===== src/rtl/dp_seq_pkg.sv =====
// Shared types and sizing helpers for the round-robin datapath sequencer.
package dp_seq_pkg;

  localparam int unsigned CNT_W = 8;

  typedef enum logic [1:0] {
    ST_IDLE,
    ST_ISSUE,
    ST_WAIT,
    ST_RESP
  } state_t;

  function automatic int unsigned id_w(input int unsigned n);
    return (n < 2) ? 1 : $clog2(n);
  endfunction

endpackage


===== src/rtl/rr_arbiter.sv =====
// Combinational round-robin arbiter: first asserted request at or after ptr, with wrap-around.
module rr_arbiter
  import dp_seq_pkg::*;
#(
  parameter int unsigned NUM_REQ = 4,
  localparam int unsigned ID_W = id_w(NUM_REQ)
) (
  input  logic [NUM_REQ-1:0] req,
  input  logic [ID_W-1:0]    ptr,
  output logic [NUM_REQ-1:0] gnt_onehot,
  output logic [ID_W-1:0]    gnt_idx,
  output logic               any
);

  int unsigned idx;

  always_comb begin
    gnt_onehot = '0;
    gnt_idx    = '0;
    any        = 1'b0;
    idx        = 0;
    for (int unsigned i = 0; i < NUM_REQ; i++) begin
      idx = (32'(ptr) + i) % NUM_REQ;
      if (!any && req[idx]) begin
        any             = 1'b1;
        gnt_idx         = ID_W'(idx);
        gnt_onehot[idx] = 1'b1;
      end
    end
  end

endmodule


===== src/rtl/datapath_rr_sequencer.sv =====
// Shares one fixed-latency datapath among NUM_REQ requesters; one transaction in flight.
module datapath_rr_sequencer
  import dp_seq_pkg::*;
#(
  parameter int unsigned WIDTH      = 8,
  parameter int unsigned NUM_REQ    = 4,
  parameter int unsigned DP_LATENCY = 2,
  localparam int unsigned ID_W = id_w(NUM_REQ)
) (
  input  logic                     clk_i,
  input  logic                     rst_ni,
  input  logic [NUM_REQ-1:0]       req_valid_i,
  output logic [NUM_REQ-1:0]       req_ready_o,
  input  logic [NUM_REQ*WIDTH-1:0] req_data_i,
  output logic [NUM_REQ-1:0]       rsp_valid_o,
  input  logic [NUM_REQ-1:0]       rsp_ready_i,
  output logic [WIDTH-1:0]         rsp_data_o,
  output logic                     dp_enable_o,
  output logic [WIDTH-1:0]         dp_data_o,
  input  logic [WIDTH-1:0]         dp_data_i,
  output logic                     busy_o,
  output logic [ID_W-1:0]          grant_id_o
);

  state_t              state;
  logic [ID_W-1:0]     ptr;
  logic [CNT_W-1:0]    cnt;
  logic [NUM_REQ-1:0]  gnt_onehot;
  logic [ID_W-1:0]     gnt_idx;
  logic                gnt_any;
  logic [WIDTH-1:0]    sel_data;
  logic [ID_W-1:0]     ptr_next;

  rr_arbiter #(.NUM_REQ(NUM_REQ)) u_arb (
    .req        (req_valid_i),
    .ptr        (ptr),
    .gnt_onehot (gnt_onehot),
    .gnt_idx    (gnt_idx),
    .any        (gnt_any)
  );

  // Ready is the only combinational output; gated by reset so it reads 0 while held in reset.
  assign req_ready_o = (state == ST_IDLE && rst_ni) ? gnt_onehot : '0;
  assign sel_data    = req_data_i[32'(gnt_idx)*WIDTH +: WIDTH];
  assign ptr_next    = (32'(gnt_idx) == NUM_REQ - 1) ? '0 : gnt_idx + 1'b1;

  always_ff @(posedge clk_i or negedge rst_ni) begin
    if (!rst_ni) begin
      state       <= ST_IDLE;
      ptr         <= '0;
      cnt         <= '0;
      rsp_valid_o <= '0;
      rsp_data_o  <= '0;
      dp_enable_o <= 1'b0;
      dp_data_o   <= '0;
      busy_o      <= 1'b0;
      grant_id_o  <= '0;
    end else begin
      dp_enable_o <= 1'b0;
      case (state)
        ST_IDLE: begin
          if (gnt_any) begin
            dp_data_o   <= sel_data;
            grant_id_o  <= gnt_idx;
            ptr         <= ptr_next;
            dp_enable_o <= 1'b1;
            busy_o      <= 1'b1;
            state       <= ST_ISSUE;
          end
        end
        ST_ISSUE: begin
          cnt   <= CNT_W'(DP_LATENCY - 1);
          state <= ST_WAIT;
        end
        ST_WAIT: begin
          if (cnt == '0) begin
            rsp_data_o  <= dp_data_i;
            rsp_valid_o <= NUM_REQ'(1) << grant_id_o;
            state       <= ST_RESP;
          end else begin
            cnt <= cnt - 1'b1;
          end
        end
        ST_RESP: begin
          if (rsp_ready_i[grant_id_o]) begin
            rsp_valid_o <= '0;
            busy_o      <= 1'b0;
            state       <= ST_IDLE;
          end
        end
        default: state <= ST_IDLE;
      endcase
    end
  end

endmodule


===== config.mk =====
export PLATFORM = sky130hd
export DESIGN_NAME = datapath_rr_sequencer
export DESIGN_NICKNAME = d
export VERILOG_FILES = /design/src/rtl/dp_seq_pkg.sv /design/src/rtl/rr_arbiter.sv /design/src/rtl/datapath_rr_sequencer.sv
export SDC_FILE = /design/constraint.sdc
export NUM_CORES = 1
export LEC_CHECK = 0
export CORE_MARGIN = 2
export CORE_UTILIZATION = 40
export CTS_CLUSTER_DIAMETER = 80
export CTS_CLUSTER_SIZE = 30
export DETAILED_ROUTE_END_ITERATION = 10
export GPL_TIMING_DRIVEN = 0
export HOLD_SLACK_MARGIN = 0.1
export PLACE_DENSITY_LB_ADDON = 0.1
export SYNTH_ARGS = -nofsm -noshare
export SYNTH_HDL_FRONTEND = slang
export SYNTH_SLANG_ARGS = --single-unit

===== constraint.sdc =====
create_clock -name clk_i -period 3.5 [get_ports clk_i]
set_input_delay 0.35 -clock clk_i [delete_from_list [all_inputs] [get_ports clk_i]]
set_output_delay 0.35 -clock clk_i [all_outputs]
set_load 0.02 [all_outputs]

==> tab_implementation.tex <==
\begin{tabular}{lr}
\hline
Metric & Value \\
\hline
\multicolumn{2}{l}{\textbf{Synth}} \\
\quad Most frequent cells after synthesis & sky130\_fd\_sc\_hd\_\_dfrtp\_1 (36), sky130\_fd\_sc\_hd\_\_mux2i\_1 (22), sky130\_fd\_sc\_hd\_\_nand2\_1 (22) \\
\quad Most common flop cell mapped by yosys & sky130\_fd\_sc\_hd\_\_dfrtp\_1 \\
\quad Synth cell types & 43 \\
\quad Count of flip-flops with a built-in enable after synthesis & 0 \\
\quad Yosys synthesis warning count & 0 \\
\quad Top cell type's share of synthesized area & 39.4\% \\
\quad Area contributors post-synth & sky130\_fd\_sc\_hd\_\_dfrtp\_1 (39\%), sky130\_fd\_sc\_hd\_\_mux2i\_1 (9.6\%), sky130\_fd\_sc\_hd\_\_ha\_1 (7.7\%) \\
\quad Sequential-to-total area share from yosys stat & 39.4\% \\
\quad Synth Register Bits & 36 \\
\quad Async set-or-reset flop fraction in the synthesized netlist & 100\% \\
\quad Post-synthesis instance total & 211 \\
\quad Summed instance area of the synthesized netlist & 2290 sq um \\
\quad Mean area per synthesized cell & 10.8 sq um \\
\quad Leading cell type by number of instances after synthesis & sky130\_fd\_sc\_hd\_\_dfrtp\_1 \\
\quad Synthesized net count & 275 \\
\quad Cell accounting for the most synthesized area & sky130\_fd\_sc\_hd\_\_dfrtp\_1 \\
\multicolumn{2}{l}{\textbf{Placed design}} \\
\quad Half-perimeter wire length of the detailed placement result & 3990 microns \\
\quad \# port buffers & 77 \\
\quad Placed Cells & 360 \\
\quad RePlAce Congestion & 0.785 \\
\multicolumn{2}{l}{\textbf{Final layout}} \\
\quad Synth-to-layout area growth & 41.6\% \\
\quad Antenna Cells & 0 \\
\quad Fraction of final layout cells with drive strength greater than 1 & 14.2\% \\
\quad Area taken by multi-input logic gates & 1280 sq um \\
\quad Post-layout instance count excluding filler cells & 367 \\
\quad Flip-flop and latch area & 903 sq um \\
\quad Final core utilization & 58.8\% \\
\quad Final-stage net count & 359 \\
\quad Filler instances & 502 \\
\multicolumn{2}{l}{\textbf{Timing}} \\
\quad RSZ-0062 raised after global routing & false \\
\quad Skew final & 0.00498 ns \\
\quad Tightest slew margin relative to the limit & 44.6\% \\
\quad Achievable Freq & 312 MHz \\
\quad Final max-slew violation count & 0 \\
\quad Final number of hold-violating endpoints & 0 \\
\quad Final period demand of the worst path & 3.21 ns \\
\quad Least-Margin Pin Slew & 0.830 ns \\
\quad Number of endpoints failing setup at the final stage & 0 \\
\quad Post-route fraction of the period consumed by the critical path & 91.6\% \\
\quad Setup TNS & 0 ns \\
\multicolumn{2}{l}{\textbf{Setup path}} \\
\quad Launching point of the worst reg2reg path & ptr[0]\$\_DFFE\_PN0P\_ \\
\quad WS Path Type & reg2out \\
\quad Reg-to-reg endpoint & dp\_data\_o[3]\$\_DFFE\_PN0P\_ \\
\quad Worst r2r path cells & 11 \\
\quad WP data arrival & 2.86 ns \\
\quad Req. time, crit path & 3.15 ns \\
\quad CP Launch Type & register \\
\quad Critical Path Sink Type & output pin \\
\quad Critical path cell sequence & buf\_6 -> inv\_1 -> ha\_2 -> mux4\_2 -> or3\_4 -> nor2\_8 -> a221oi\_1 -> nor2\_1 -> dlygate4sd2\_1 \\
\quad R2r setup slk & 0.55 ns \\
\quad Critical Path Fanout Max & 10 \\
\quad Biggest cell delay along the critical path & 0.45 ns \\
\quad Library cell contributing the largest single delay on the critical path & sky130\_fd\_sc\_hd\_\_dfrtp\_2 \\
\multicolumn{2}{l}{\textbf{Run status}} \\
\quad Run status & finished clean \\
\multicolumn{2}{l}{\textbf{Floorplanning}} \\
\quad Io pins & 78 \\
\quad Width of the chip & 79.6 microns \\
\quad Die Ht & 79.6 microns \\
\quad Core outline area & 5510 sq um \\
\quad Starting Density & 41.5\% \\
\quad Die area & 6340 sq um \\
\quad Number of rows created at floorplan & 27 \\
\multicolumn{2}{l}{\textbf{Clocking}} \\
\quad Clock latency reported for the late side of the worst-skew pair & 0.28 ns \\
\quad Number of clock sinks & 36 \\
\quad Clk root buf & sky130\_fd\_sc\_hd\_\_clkbuf\_8 \\
\quad Clock edge transition at the registers on the reported setup and hold paths & 0.07 ns \\
\quad Maximum level of the CTS H-tree & 2 \\
\quad Maximum buffer depth of the clock tree & 2 \\
\quad Hold Buf Count CTS & 0 \\
\quad Clock tree from TritonCTS & done \\
\quad Number of buffers inserted during clock tree synthesis & 5 \\
\multicolumn{2}{l}{\textbf{Drt}} \\
\quad Count of unresolved DRC violations after routing & 0 \\
\quad Detail-routed net length per standard cell & 14.2 microns \\
\quad Per-cell via count in the routed design & 5.17 \\
\quad 1st-pass router iterations & 4 \\
\quad Vias post-DR & 1,897 \\
\quad Number of DRC violations after detailed-routing iteration 0 & 63 \\
\quad DRT antenna net count & 0 \\
\quad Detailed Route WL & 5210 microns \\
\multicolumn{2}{l}{\textbf{Power}} \\
\quad Worst IR Drop VDD & 0.443 mV \\
\quad PD cells & 923 nW/um\^{}2 \\
\quad Sum of internal, switching and leakage power & 0.00299 W \\
\quad Logic gate share of total power & 65.0\% \\
\quad Switching Share & 43.3\% \\
\quad Standby leakage power & 1.42 nW \\
\quad Switching power total & 0.00129 W \\
\quad Clock power frac & 9.3\% \\
\quad Sequential fraction of design power & 25.7\% \\
\quad P\_int & 0.00169 W \\
\multicolumn{2}{l}{\textbf{Global routing}} \\
\quad Via count of the first global-routing pass & 1,743 \\
\quad Global-route wire length before repair & 8470 microns \\
\quad Antenna violations before repair & 0 \\
\quad Global-route congestion overflow total & 0 \\
\quad Pin count of the biggest net entering global routing & 38 \\
\quad All-layer global routing usage & 17.1\% \\
\multicolumn{2}{l}{\textbf{Flow run}} \\
\quad Number of max-capacitance violations reported & 0 \\
\multicolumn{2}{l}{\textbf{Hold path}} \\
\quad Class of the most critical hold timing path & in2async \\
\hline
\end{tabular}
layout make-up:
| cell class | count | area share, % |
|---|---|---|
| Clock inverter | 1 | 0.155 |
| Multi-Input combinational cell | 155 | 39.7 |
| Buffer | 7 | 1.78 |
| Inverter | 12 | 1.39 |
| Tap cell | 72 | 2.78 |
| Sequential cell | 36 | 27.9 |
| Timing Repair Buffer | 78 | 24.1 |
| Clock buffer | 6 | 2.24 |
power groups by stage:
stage | sequential, W | combinational, W | clock, W
after floorplan | 0.000897 | 0.00122 | 0
after global placement | 0.000760 | 0.00193 | 0
after detailed placement | 0.000763 | 0.00196 | 0
after CTS | 0.000770 | 0.00197 | 0.000290
after global routing | 0.000802 | 0.00214 | 0.000317
final | 0.000767 | 0.00194 | 0.000279
what timing repair did:
action | 4_1_cts | 5_1_grt
hold endpoints to repair | 0 | 0
gates resized for setup | 3 | 5
endpoints found under the setup margin | 4 | 3
buffers inserted | 1 | 0
how the worst max path moves through the flow:
stage               slack (ns)  cells after the start          startpoint                        to
detailed placement        0.06                      9  ptr[1]$_DFFE_PN0P_            req_ready_o[3]
finish                    0.29                      9  ptr[0]$_DFFE_PN0P_            req_ready_o[3]
CTS                      0.004                      9  ptr[0]$_DFFE_PN0P_            req_ready_o[0]
global route              0.13                     10  ptr[0]$_DFFE_PN0P_            req_ready_o[3]
global placement         -0.03                      4              rst_ni            req_ready_o[0]
floorplan                 0.69                     11  ptr[1]$_DFFE_PN0P_  dp_data_o[0]$_DFFE_PN0P_
stage by stage:
step	setup slack (ns)	hold WS [ns]	instance area (sq um)
3_5_place_dp	0.0558	0.469	3140
3_3_place_gp	-0.0309	0.470	3150
6_report	0.293	0.160	3240
5_1_grt	0.130	0.218	3240
4_1_cts	0.00420	0.183	3230
2_1_floorplan	0.692	0.0544	2290
logic make-up (layout without fill, tap and decap cells):
group	count (synthesis)	after routing	share of synthesized area, %
muxes	38	38	20.0
and+or+nand+nor	62	62	13.4
adders and majority gates	14	14	7.66
buffers and inverters	20	104	4.65
xor gates and xnor gates	3	3	1.15
DFF	36	36	39.4
AOI/OAI and AO/OA	38	38	13.8
metal layers:
metal | share of wire (%) | track usage, % | wire length, microns
met1 | 44 | 22.1 | 2290
met2 | 50 | 28.7 | 2630
met3 | 4.8 | 4.19 | 251
met4 | 0.67 | 4.31 | 35
met5 | 0 | 0 | 0
flip-flops by register name (all words and copies together) (netlist names):
| register | count |
|---|---|
| ptr | 2 |
| dp_data_o | 8 |
| dp_enable_o | 1 |
| state | 2 |
| busy_o | 1 |
| cnt | 8 |
| grant_id_o | 2 |
| rsp_data_o | 8 |
| rsp_valid_o | 4 |
placed cells by master (no fill, tap or decap), drive strengths merged, types with 11 or more instances in the layout:
master,instances
clkdlybuf4s50,72
dfrtp,36
ha,14
inv,12
mux2,11
mux2i,22
nand2,22
nor2,18
o21ai,12
critical path: cells and delay by family (launching register included):
family / cells / cell delay, ns
buffers and inverters: 3 / 0.69
AND/OR/NAND/NOR: 3 / 0.64
flip-flops: 1 / 0.45
adder cells (fa/ha/maj): 1 / 0.35
multiplexers: 1 / 0.34
AO/OA/AOI/OAI: 1 / 0.09
Note: power is estimated with default switching activity, not from simulation.
